<file path="config.mk">
export PLATFORM = sky130hd
export DESIGN_NAME = memory_stage
export DESIGN_NICKNAME = d
export VERILOG_FILES = /design/src/rtl/memory_stage.sv
export SDC_FILE = /design/constraint.sdc
export NUM_CORES = 1
export LEC_CHECK = 0
export CORE_MARGIN = 10
export CORE_UTILIZATION = 45
export CTS_CLUSTER_DIAMETER = 60
export DETAILED_ROUTE_END_ITERATION = 6
export PLACE_DENSITY_LB_ADDON = 0.1
export SYNTH_ARGS = -nofsm -noshare
export SYNTH_HDL_FRONTEND = slang
export SYNTH_SLANG_ARGS = --single-unit
</file>
<file path="constraint.sdc">
create_clock -name clock -period 7.1 [get_ports clock]
set_input_delay 1.065 -clock clock [delete_from_list [all_inputs] [get_ports clock]]
set_output_delay 1.065 -clock clock [all_outputs]
set_load 0.005 [all_outputs]
</file>
<file path="src/rtl/memory_stage.sv">
// Memory pipeline stage: issues data-memory load/store requests, extracts load data,
// flags misaligned accesses and registers the result for Writeback.
package pipelinePkg;
    typedef enum logic [1:0] {TRAP_NONE, TRAP_MIS_LOAD, TRAP_MIS_STORE, TRAP_ILLEGAL} trapType_;
    typedef enum logic [2:0] {WB_NONE, WB_ALU, WB_MEM, WB_PC4, WB_CSR} writebackType_;
    typedef enum logic [1:0] {SIZE_BYTE, SIZE_HALF, SIZE_WORD} memorySize_;

    typedef struct packed {
        logic stall;
        logic flush;
    } control;

    typedef struct packed {
        logic          valid;
        logic [31:0]   programCounter;
        logic [31:0]   programCounterPlus4;
        logic [31:0]   result;
        logic [31:0]   rs2Data;
        logic [4:0]    rd;
        writebackType_ writebackType;
        logic          memoryReadEnable;
        logic          memoryWriteEnable;
        memorySize_    memorySize;
        logic          memorySigned;
        trapType_      trapType;
        logic [31:0]   faultingAddress;
        logic          csrWriteEnable;
        logic [11:0]   csrAddress;
        logic [31:0]   csrWriteData;
    } executeMemoryPayload_;

    typedef struct packed {
        logic          valid;
        logic [31:0]   programCounter;
        logic [31:0]   programCounterPlus4;
        logic [31:0]   result;
        logic [4:0]    rd;
        writebackType_ writebackType;
        trapType_      trapType;
        logic [31:0]   faultingAddress;
        logic          csrWriteEnable;
        logic [11:0]   csrAddress;
        logic [31:0]   csrWriteData;
    } memoryWritebackPayload_;
endpackage

module memory_stage
    import pipelinePkg::*;
#(
    parameter bit          ENABLE_ALIGNMENT_CHECK = 1'b1,
    parameter logic [31:0] DMEM_ADDRESS_MASK      = 32'hFFFF_FFFF
) (
    input  logic                   clock,
    input  logic                   reset,
    input  executeMemoryPayload_   executeMemoryPayload,
    input  control                 memoryWritebackControl,
    output logic                   memoryStallRequest,
    output logic                   dmemRequestValid,
    input  logic                   dmemRequestReady,
    output logic                   dmemWriteEnable,
    output logic [31:0]            dmemAddress,
    output logic [31:0]            dmemWriteData,
    output logic [3:0]             dmemWriteStrobe,
    input  logic                   dmemResponseValid,
    input  logic [31:0]            dmemReadData,
    output memoryWritebackPayload_ memoryWritebackPayload,
    output logic                   memoryForwardEnable,
    output logic [4:0]             memoryForwardRegister,
    output logic [31:0]            memoryForwardData
);
    typedef enum logic [1:0] {IDLE, WAIT_RESP, HOLD, DRAIN} state_;

    state_                  state, nextState;
    memoryWritebackPayload_ holdBuffer;
    memoryWritebackPayload_ captured;

    logic        isLoad, isStore, memAccess, aligned, misaligned, active;
    logic        completeNow, busy, loadDone, stall, flush;
    logic [1:0]  offset;
    logic [31:0] shifted, loadData, maskedAddress;

    assign stall   = memoryWritebackControl.stall;
    assign flush   = memoryWritebackControl.flush;
    assign isLoad  = executeMemoryPayload.memoryReadEnable;
    assign isStore = executeMemoryPayload.memoryWriteEnable;
    assign memAccess = executeMemoryPayload.valid && (executeMemoryPayload.trapType == TRAP_NONE)
                       && (isLoad || isStore);

    always_comb begin
        offset  = executeMemoryPayload.result[1:0];
        aligned = 1'b1;
        case (executeMemoryPayload.memorySize)
            SIZE_WORD: begin
                offset  = 2'b00;
                aligned = !ENABLE_ALIGNMENT_CHECK || (executeMemoryPayload.result[1:0] == 2'b00);
            end
            SIZE_HALF: begin
                offset  = {executeMemoryPayload.result[1], 1'b0};
                aligned = !ENABLE_ALIGNMENT_CHECK || !executeMemoryPayload.result[0];
            end
            default: ;
        endcase
    end

    assign misaligned = memAccess && !aligned;
    assign active     = memAccess && aligned;

    assign maskedAddress   = executeMemoryPayload.result & DMEM_ADDRESS_MASK;
    assign dmemAddress     = {maskedAddress[31:2], 2'b00};
    assign dmemWriteEnable = isStore;
    assign dmemRequestValid = (state == IDLE) && active && !flush;

    always_comb begin
        dmemWriteStrobe = 4'hF;
        dmemWriteData   = executeMemoryPayload.rs2Data;
        case (executeMemoryPayload.memorySize)
            SIZE_BYTE: begin
                dmemWriteStrobe = 4'b0001 << offset;
                dmemWriteData   = {4{executeMemoryPayload.rs2Data[7:0]}};
            end
            SIZE_HALF: begin
                dmemWriteStrobe = 4'b0011 << offset;
                dmemWriteData   = {2{executeMemoryPayload.rs2Data[15:0]}};
            end
            default: ;
        endcase
    end

    assign shifted = dmemReadData >> {offset, 3'b000};

    always_comb begin
        loadData = dmemReadData;
        case (executeMemoryPayload.memorySize)
            SIZE_BYTE: loadData = {{24{executeMemoryPayload.memorySigned & shifted[7]}}, shifted[7:0]};
            SIZE_HALF: loadData = {{16{executeMemoryPayload.memorySigned & shifted[15]}}, shifted[15:0]};
            default: ;
        endcase
    end

    always_comb begin
        captured.valid               = executeMemoryPayload.valid;
        captured.programCounter      = executeMemoryPayload.programCounter;
        captured.programCounterPlus4 = executeMemoryPayload.programCounterPlus4;
        captured.result              = (active && isLoad && !isStore) ? loadData : executeMemoryPayload.result;
        captured.rd                  = executeMemoryPayload.rd;
        captured.writebackType       = executeMemoryPayload.writebackType;
        captured.trapType            = executeMemoryPayload.trapType;
        captured.faultingAddress     = executeMemoryPayload.faultingAddress;
        captured.csrWriteEnable      = executeMemoryPayload.csrWriteEnable;
        captured.csrAddress          = executeMemoryPayload.csrAddress;
        captured.csrWriteData        = executeMemoryPayload.csrWriteData;
        if (misaligned) begin
            captured.trapType        = isLoad ? TRAP_MIS_LOAD : TRAP_MIS_STORE;
            captured.faultingAddress = executeMemoryPayload.result;
            captured.writebackType   = WB_NONE;
        end
    end

    // Leaving HOLD counts as completion so upstream advances exactly when the buffered result retires.
    assign completeNow = ((state == IDLE) && active && isStore && dmemRequestReady && !flush)
                         || ((state == WAIT_RESP) && dmemResponseValid && !flush)
                         || (state == HOLD);
    assign busy = (state == IDLE) ? active : 1'b1;
    assign memoryStallRequest = busy && !(completeNow && !stall);

    assign loadDone = ((state == WAIT_RESP) && dmemResponseValid) || (state == HOLD);
    assign memoryForwardEnable = executeMemoryPayload.valid && (executeMemoryPayload.rd != 5'd0)
                                 && (captured.writebackType != WB_NONE) && (!isLoad || loadDone);
    assign memoryForwardRegister = executeMemoryPayload.rd;
    assign memoryForwardData     = (state == HOLD) ? holdBuffer.result : captured.result;

    always_comb begin
        nextState = state;
        case (state)
            IDLE: if (!flush && active && dmemRequestReady) begin
                if (isStore) nextState = stall ? HOLD : IDLE;
                else         nextState = WAIT_RESP;
            end
            WAIT_RESP: begin
                if (flush)                  nextState = dmemResponseValid ? IDLE : DRAIN;
                else if (dmemResponseValid) nextState = stall ? HOLD : IDLE;
            end
            HOLD:  if (flush || !stall) nextState = IDLE;
            DRAIN: if (dmemResponseValid) nextState = IDLE;
            default: nextState = IDLE;
        endcase
    end

    always_ff @(posedge clock) begin
        if (reset) begin
            state                  <= IDLE;
            holdBuffer             <= '0;
            memoryWritebackPayload <= '0;
        end else begin
            state <= nextState;
            if (state != HOLD && nextState == HOLD)
                holdBuffer <= captured;
            // While the stage is busy a bubble is written so Writeback never sees a repeat.
            if (flush)
                memoryWritebackPayload.valid <= 1'b0;
            else if (state == HOLD) begin
                if (!stall) memoryWritebackPayload <= holdBuffer;
            end else if (!stall) begin
                if (memoryStallRequest) memoryWritebackPayload.valid <= 1'b0;
                else                    memoryWritebackPayload <= captured;
            end
        end
    end
endmodule

</file>
==> results of run 1 <==
==> power groups by stage <==
stage	sequential (mW)	clock (mW)	combinational, mW
floorplan	2.23	0	0.312
global placement	2.23	0	0.801
detailed placement	2.24	0	0.803
CTS	2.19	2.14	0.808
global route	2.20	2.23	0.861
finish	2.19	2.11	0.806
==> cells in the final DEF, fill, tap and decap left out, types with 33 or more instances in the layout <==
cell             instances
nor2_1                 264
nand2_1                618
a311oi_1               129
a211o_1                 33
a21oi_1                176
a211oi_1                42
clkdlybuf4s50_1        548
mux2i_1                 41
dfxtp_1                370
clkbuf_16               41
==> worst paths after layout <==
kind                            slack (ns)                        from                    endpoint  cells after the start
worst min register to register        0.45  memoryWritebackPayload[68]  memoryWritebackPayload[68]                      2
worst max-delay path                  0.90    executeMemoryPayload[81]       memoryForwardData[18]                     10
worst min-delay path                  0.45  memoryWritebackPayload[68]  memoryWritebackPayload[68]                      2
worst max register to register        3.40                    state[0]  memoryWritebackPayload[52]                      6
==> routing by layer <==
metal  vias to the layer above  global-route usage  share of wire
met2                       721               0.516           0.50
li1                       8353                   -              -
met4                        12               0.113          0.036
met1                      8271               0.336           0.38
met3                       146              0.0808          0.081
met5                         -                   0         0.0012
==> area by class of cell <==
type,instances,area (µm²)
Antenna cell,11,27.5
Clock buffer,61,1230
Clock inverter,12,114
Fill cell,3312,14000
Inverter,9,33.8
Multi-Input combinational cell,1577,8460
Sequential cell,370,7410
Tap cell,511,639
Timing Repair Buffer,570,5700
==> state kept, by name, summed over array words and instances, names as in the netlist <==
| register | cells |
|---|---|
| holdBuffer | 184 |
| state | 2 |
| memoryWritebackPayload | 184 |
==> per-stage QoR <==
step	instances	util
2_1_floorplan	2198	-
3_3_place_gp	3037	0.592
3_5_place_dp	3037	0.592
4_1_cts	3110	0.627
5_1_grt	3120	0.628
6_report	3121	0.628
==> Yosys cell counts (4+ instances only) <==
cell	n	area, µm²
dfxtp_1	370	7410
a311oi_2	9	135
nor2_1	265	995
mux2_2	8	90.1
a22oi_1	8	60.1
buf_2	52	260
o21ai_0	24	120
nor3b_1	13	97.6
o211ai_1	5	37.5
o41ai_1	11	96.3
and2_1	6	37.5
nor3_1	12	60.1
buf_6	6	67.6
nand2_1	618	2320
nand3_1	16	80.1
a22o_1	9	78.8
buf_4	56	420
nand2b_1	6	37.5
o221ai_1	12	105
clkbuf_1	123	462
a21oi_1	176	881
a41o_1	5	50.1
o22ai_1	7	43.8
and3_1	19	119
inv_1	9	33.8
a211o_1	33	289
nor2b_1	4	25.0
a211oi_1	42	315
nand3b_1	16	120
mux2i_1	41	410
a21o_1	8	60.1
a311oi_1	129	1130
or3_1	23	144
a31oi_1	4	25.0
o31ai_1	8	60.1
==> kinds of logic after synthesis <==
family                   Yosys count  share of synthesized area
AO/OA/AOI/OAI                    512                      0.216
adder cells (fa/ha/maj)            3                    0.00220
buffers and inverters            251                     0.0757
flip-flops                       370                      0.433
multiplexers                      49                     0.0293
other                              1                   0.000219
AND/OR/NAND/NOR                 1011                      0.243
==> critical path: stages <==
cell             delay, ns
clkdlybuf4s50_1       0.48
inv_1                 0.11
ha_1                  0.44
nand2b_1              0.55
a32o_1                0.41
a311oi_2              0.71
nand2_1               0.46
o221ai_1              0.34
nand2_1               0.09
clkdlybuf4s50_1       0.46
==> impl_metrics.csv, run 1 <==
group,metric,value,unit
cts,clkLatencyLatePin,0.55,ns
power,pwr-share-clk,0.413,
timing,finalCritPeriodShare,0.874,
detailed_routing,drtAntennaViolNets,0,
timing,tns,0,ns
synthesis,synth_edf_count,0,
cts,cts_max_level,2,
finish,area_growth,38.0,%
synthesis,synthArstFlopShare,0,
cts,cts.clk_slew.worst_paths,0.06,ns
place,io_buffers,549,
timing,drv_slew,0,
timing,rsz0062_at_grt,"no",
power,power.switching,1.30,mW
run,maxCapViolations,0,
detailed_routing,avgViaCountPerCell,5.61,
timing,setup_violations,0,
die,io_pins,552,
detailed_routing,vias,17500,
global_routing,grt_max_degree,232,
cts,cts_made_buffers,41,
finish,stdcell_area,23600,µm²
power,p_comb_frac,0.158,
timing,worst_slew_pin_slew,1.19,ns
timing,worst_clock_skew,0.0170,ns
detailed_routing,routedWlPerCell,23.1,µm
synthesis,ys_seq_area_frac,0.433,
status,status,"finished, final reports clean",
synthesis,yosysWarningCount,0,
timing,timing.hold.ws,0.449,ns
power,swShare,0.254,
power,power_density,217,nW/µm²
cts,hold_buffers,0,
global_routing,antenna_found_initial,16,
global_routing,grt_pass1_vias,16500,
place,dp_slack,0.955,ns
power,p_leak,8.82,nW
power,internal_power,3.81,mW
power,seqPwrFrac,0.429,
critical_path,worstPathArrival,5.14,ns
synthesis,synth_ff_type,"dfxtp_1",
place,place_area,22200,µm²
global_routing,grt_usage,0.295,
critical_path,worstSetupStartpointType,"input port",
detailed_routing,dr.first_iter.drc_count,1592,
cts,cts-root-buf,"clkbuf_16",
die,core,37600,µm²
synthesis,ys_ff_latch,370,
timing,relSlewSlack,0.205,
critical_path,cp.required,6.03,ns
detailed_routing,dr.pass1.iters,5,
finish,nets,2831,
hold_path,min_path_type,"flop to flop",
die,start_util,0.455,
detailed_routing,drt-total-wl,72100,µm
die,die-area,46200,µm²
cts,cts_tree,"done",
timing,hold_viol_final,0,
global_routing,grt_pass1_wl,107000,µm
power,finalPower,5.11,mW
finish,drive_gt1_frac,0.0473,
synthesis,syn_area,17100,µm²
critical_path,crit_type,"input port to primary output",
place,gp_congestion,0.940,
detailed_routing,drc,0,
cts,post_cts_buffers,0,
global_routing,overflow,0,
power,vdd_ir_drop_max,142,µV
cts,clock-sinks,370,
cts,post_cts_resize_count,0,
timing,finalWorstSetupSlack,0.897,ns
cts,cts.path.max_buffers,3,
timing,finalWorstPathRequiredPeriod,6.20,ns
die,die-height,215,µm
die,die_w,215,µm
synthesis,ys_types,68,
die,rows,71,
timing,max_freq,161,MHz
place,hpwl,52900,µm
synthesis,syn_inst,2197,
critical_path,critPathMaxFanout,17,
synthesis,avgSynthCellArea,7.78,µm²
critical_path,end_kind,"primary output",
Power figures use the tool's default switching activity.
==> run 2, diff against run 1 <==
CAP_MARGIN = 20   (was not set)
CORE_ASPECT_RATIO = 1.75   (was not set)
CORE_UTILIZATION = 35   (was 45)
REMOVE_ABC_BUFFERS = 1   (was not set)
==> run 2 against run 1 <==
Effect of this change:
- combinational power decreased by 1%
- register-to-register slack better by 0.53 ns
- worst hold slack improved by 0.0022 ns
==> impl_metrics.csv, run 2 (synthesis results as in run 1) <==
group,metric,value,unit
global_routing,antenna_found_initial,7,
critical_path,crit_start,"executeMemoryPayload[81]",
critical_path,crit_chain,"clkdlybuf4s50_1 > inv_1 > ha_1 > nand2b_1 > o211ai_1 > o22ai_1 > o31ai_1 > mux2_2 > clkdlybuf4s50_1",
cts,post_cts_buffers,0,
die,die-area,58500,µm²
timing,finalWorstSetupSlack,1.21,ns
critical_path,path_common_cell,"clkdlybuf4s50_1",
die,io_pins,552,
hold_path,min_path_type,"flop to flop",
timing,hold_viol_final,0,
place,io_buffers,549,
timing,worst_clock_skew,0.0225,ns
finish,drive_gt1_frac,0.0466,
detailed_routing,vias,17300,
place,gp_congestion,0.877,
cts,cts.path.max_buffers,3,
finish,area_growth,38.8,%
die,die-height,312,µm
critical_path,critPathTopFamily,"compound AO/OA/AOI/OAI gates",
place,hpwl,49700,µm
global_routing,use_met2,0.387,
place,placedCellCount,3181,
finish,multi_input_area,8460,µm²
global_routing,met1_usage,0.249,
die,rows,107,
critical_path,crit_type,"input port to primary output",
detailed_routing,dr.pass1.iters,5,
global_routing,busiest_layer,"met2",
cts,clkLatencyLatePin,0.54,ns
critical_path,crit_slowest_cell,"o31ai_1",
global_routing,met3_usage,0.0721,
critical_path,worstPathArrival,4.82,ns
finish,final_common_cell,"nand2_1",
timing,timing.hold.ws,0.451,ns
critical_path,slowest_delay,0.58,ns
finish,utilization,0.490,
hold_path,hold_start,"memoryWritebackPayload[62]",
finish,seqCellArea,7410,µm²
timing,finalCritPeriodShare,0.829,
finish,stdcell_count,3252,
timing,rsz0062_at_grt,"no",
finish,reg_top3,"holdBuffer (184), memoryWritebackPayload (184), state (2)",
critical_path,end_kind,"primary output",
cts,cts_tree,"done",
die,start_util,0.353,
run,maxCapViolations,0,
global_routing,grt_pass1_vias,16900,
status,status,"finished, final reports clean",
detailed_routing,drt-total-wl,70100,µm
critical_path,cp.required,6.03,ns
critical_path,worstSetupStartpointType,"input port",
detailed_routing,routedWlPerCell,21.5,µm
detailed_routing,avgViaCountPerCell,5.31,
power,power_density,215,nW/µm²
place,place_area,22400,µm²
timing,tns,0,ns
detailed_routing,drc,0,
power,vdd_ir_drop_max,168,µV
power,finalPower,5.11,mW
die,core,48500,µm²
die,die_w,187,µm
cts,cts_made_buffers,39,
critical_path,critPathMaxFanout,17,
cts,hold_buffers,0,
global_routing,grt_pass1_wl,105000,µm
timing,finalWorstPathRequiredPeriod,5.89,ns
timing,drv_slew,0,
finish,stdcell_area,23700,µm²
detailed_routing,dr.first_iter.drc_count,1236,
cts,clock-sinks,370,
timing,relSlewSlack,0.291,
critical_path,worstReg2RegStart,"state[1]",
global_routing,grt_usage,0.227,
finish,final_cell_mix,"nand2_1, clkdlybuf4s50_1, dfxtp_1, nor2_1, a21oi_1",
cts,cts-root-buf,"clkbuf_16",
finish,fillerInstances,4774,
place,dp_slack,1.24,ns
cts,cts.clk_slew.worst_paths,0.06,ns
global_routing,grt_max_degree,138,
timing,setup_violations,0,
detailed_routing,drtAntennaViolNets,0,
power,p_leak,8.81,nW
cts,cts_max_level,2,
timing,max_freq,170,MHz
critical_path,cp_num_buf_inv,3,
cts,post_cts_resize_count,0,
finish,nets,2830,
timing,worst_slew_pin_slew,1.06,ns
global_routing,overflow,0,
run 2: path summary, 6_finish.rpt:
| check | slack [ns] | end | depth (start not counted) |
|---|---|---|---|
| max reg2reg | 3.93 | memoryWritebackPayload[169] | 5 |
| min reg2reg | 0.45 | memoryWritebackPayload[62] | 2 |
| max | 1.21 | memoryForwardData[4] | 9 |
| min | 0.45 | memoryWritebackPayload[62] | 2 |
run 2: final cells by class:
class	instances	share of cell area
well taps	654	0.0345
clock inverters	15	0.00817
multi-input cells	1577	0.356
diodes	4	0.000422
repair buffers	571	0.240
inverters	9	0.00142
clock buffers	52	0.0470
flip-flops and latches	370	0.312
run 2: report_power, final:
group          leakage, nW  total [mW]  internal, mW  switching (mW)
clock network        0.645        2.13          1.25           0.874
logic                 5.15       0.796         0.421           0.375
registers             3.01        2.19          2.15          0.0421
run 2: metal layers:
metal | vias to the layer above | share of wire
met4 | 8 | 0.050
li1 | 8327 | -
met2 | 672 | 0.48
met3 | 137 | 0.082
met5 | - | 0.00069
met1 | 8136 | 0.38
run 2: tightest hold or removal path, delay by kind of cell, from the launching register on:
kind,cells,cell delay [ns]
flops,1,0.31
simple gates,1,0.05
compound gates,1,0.05
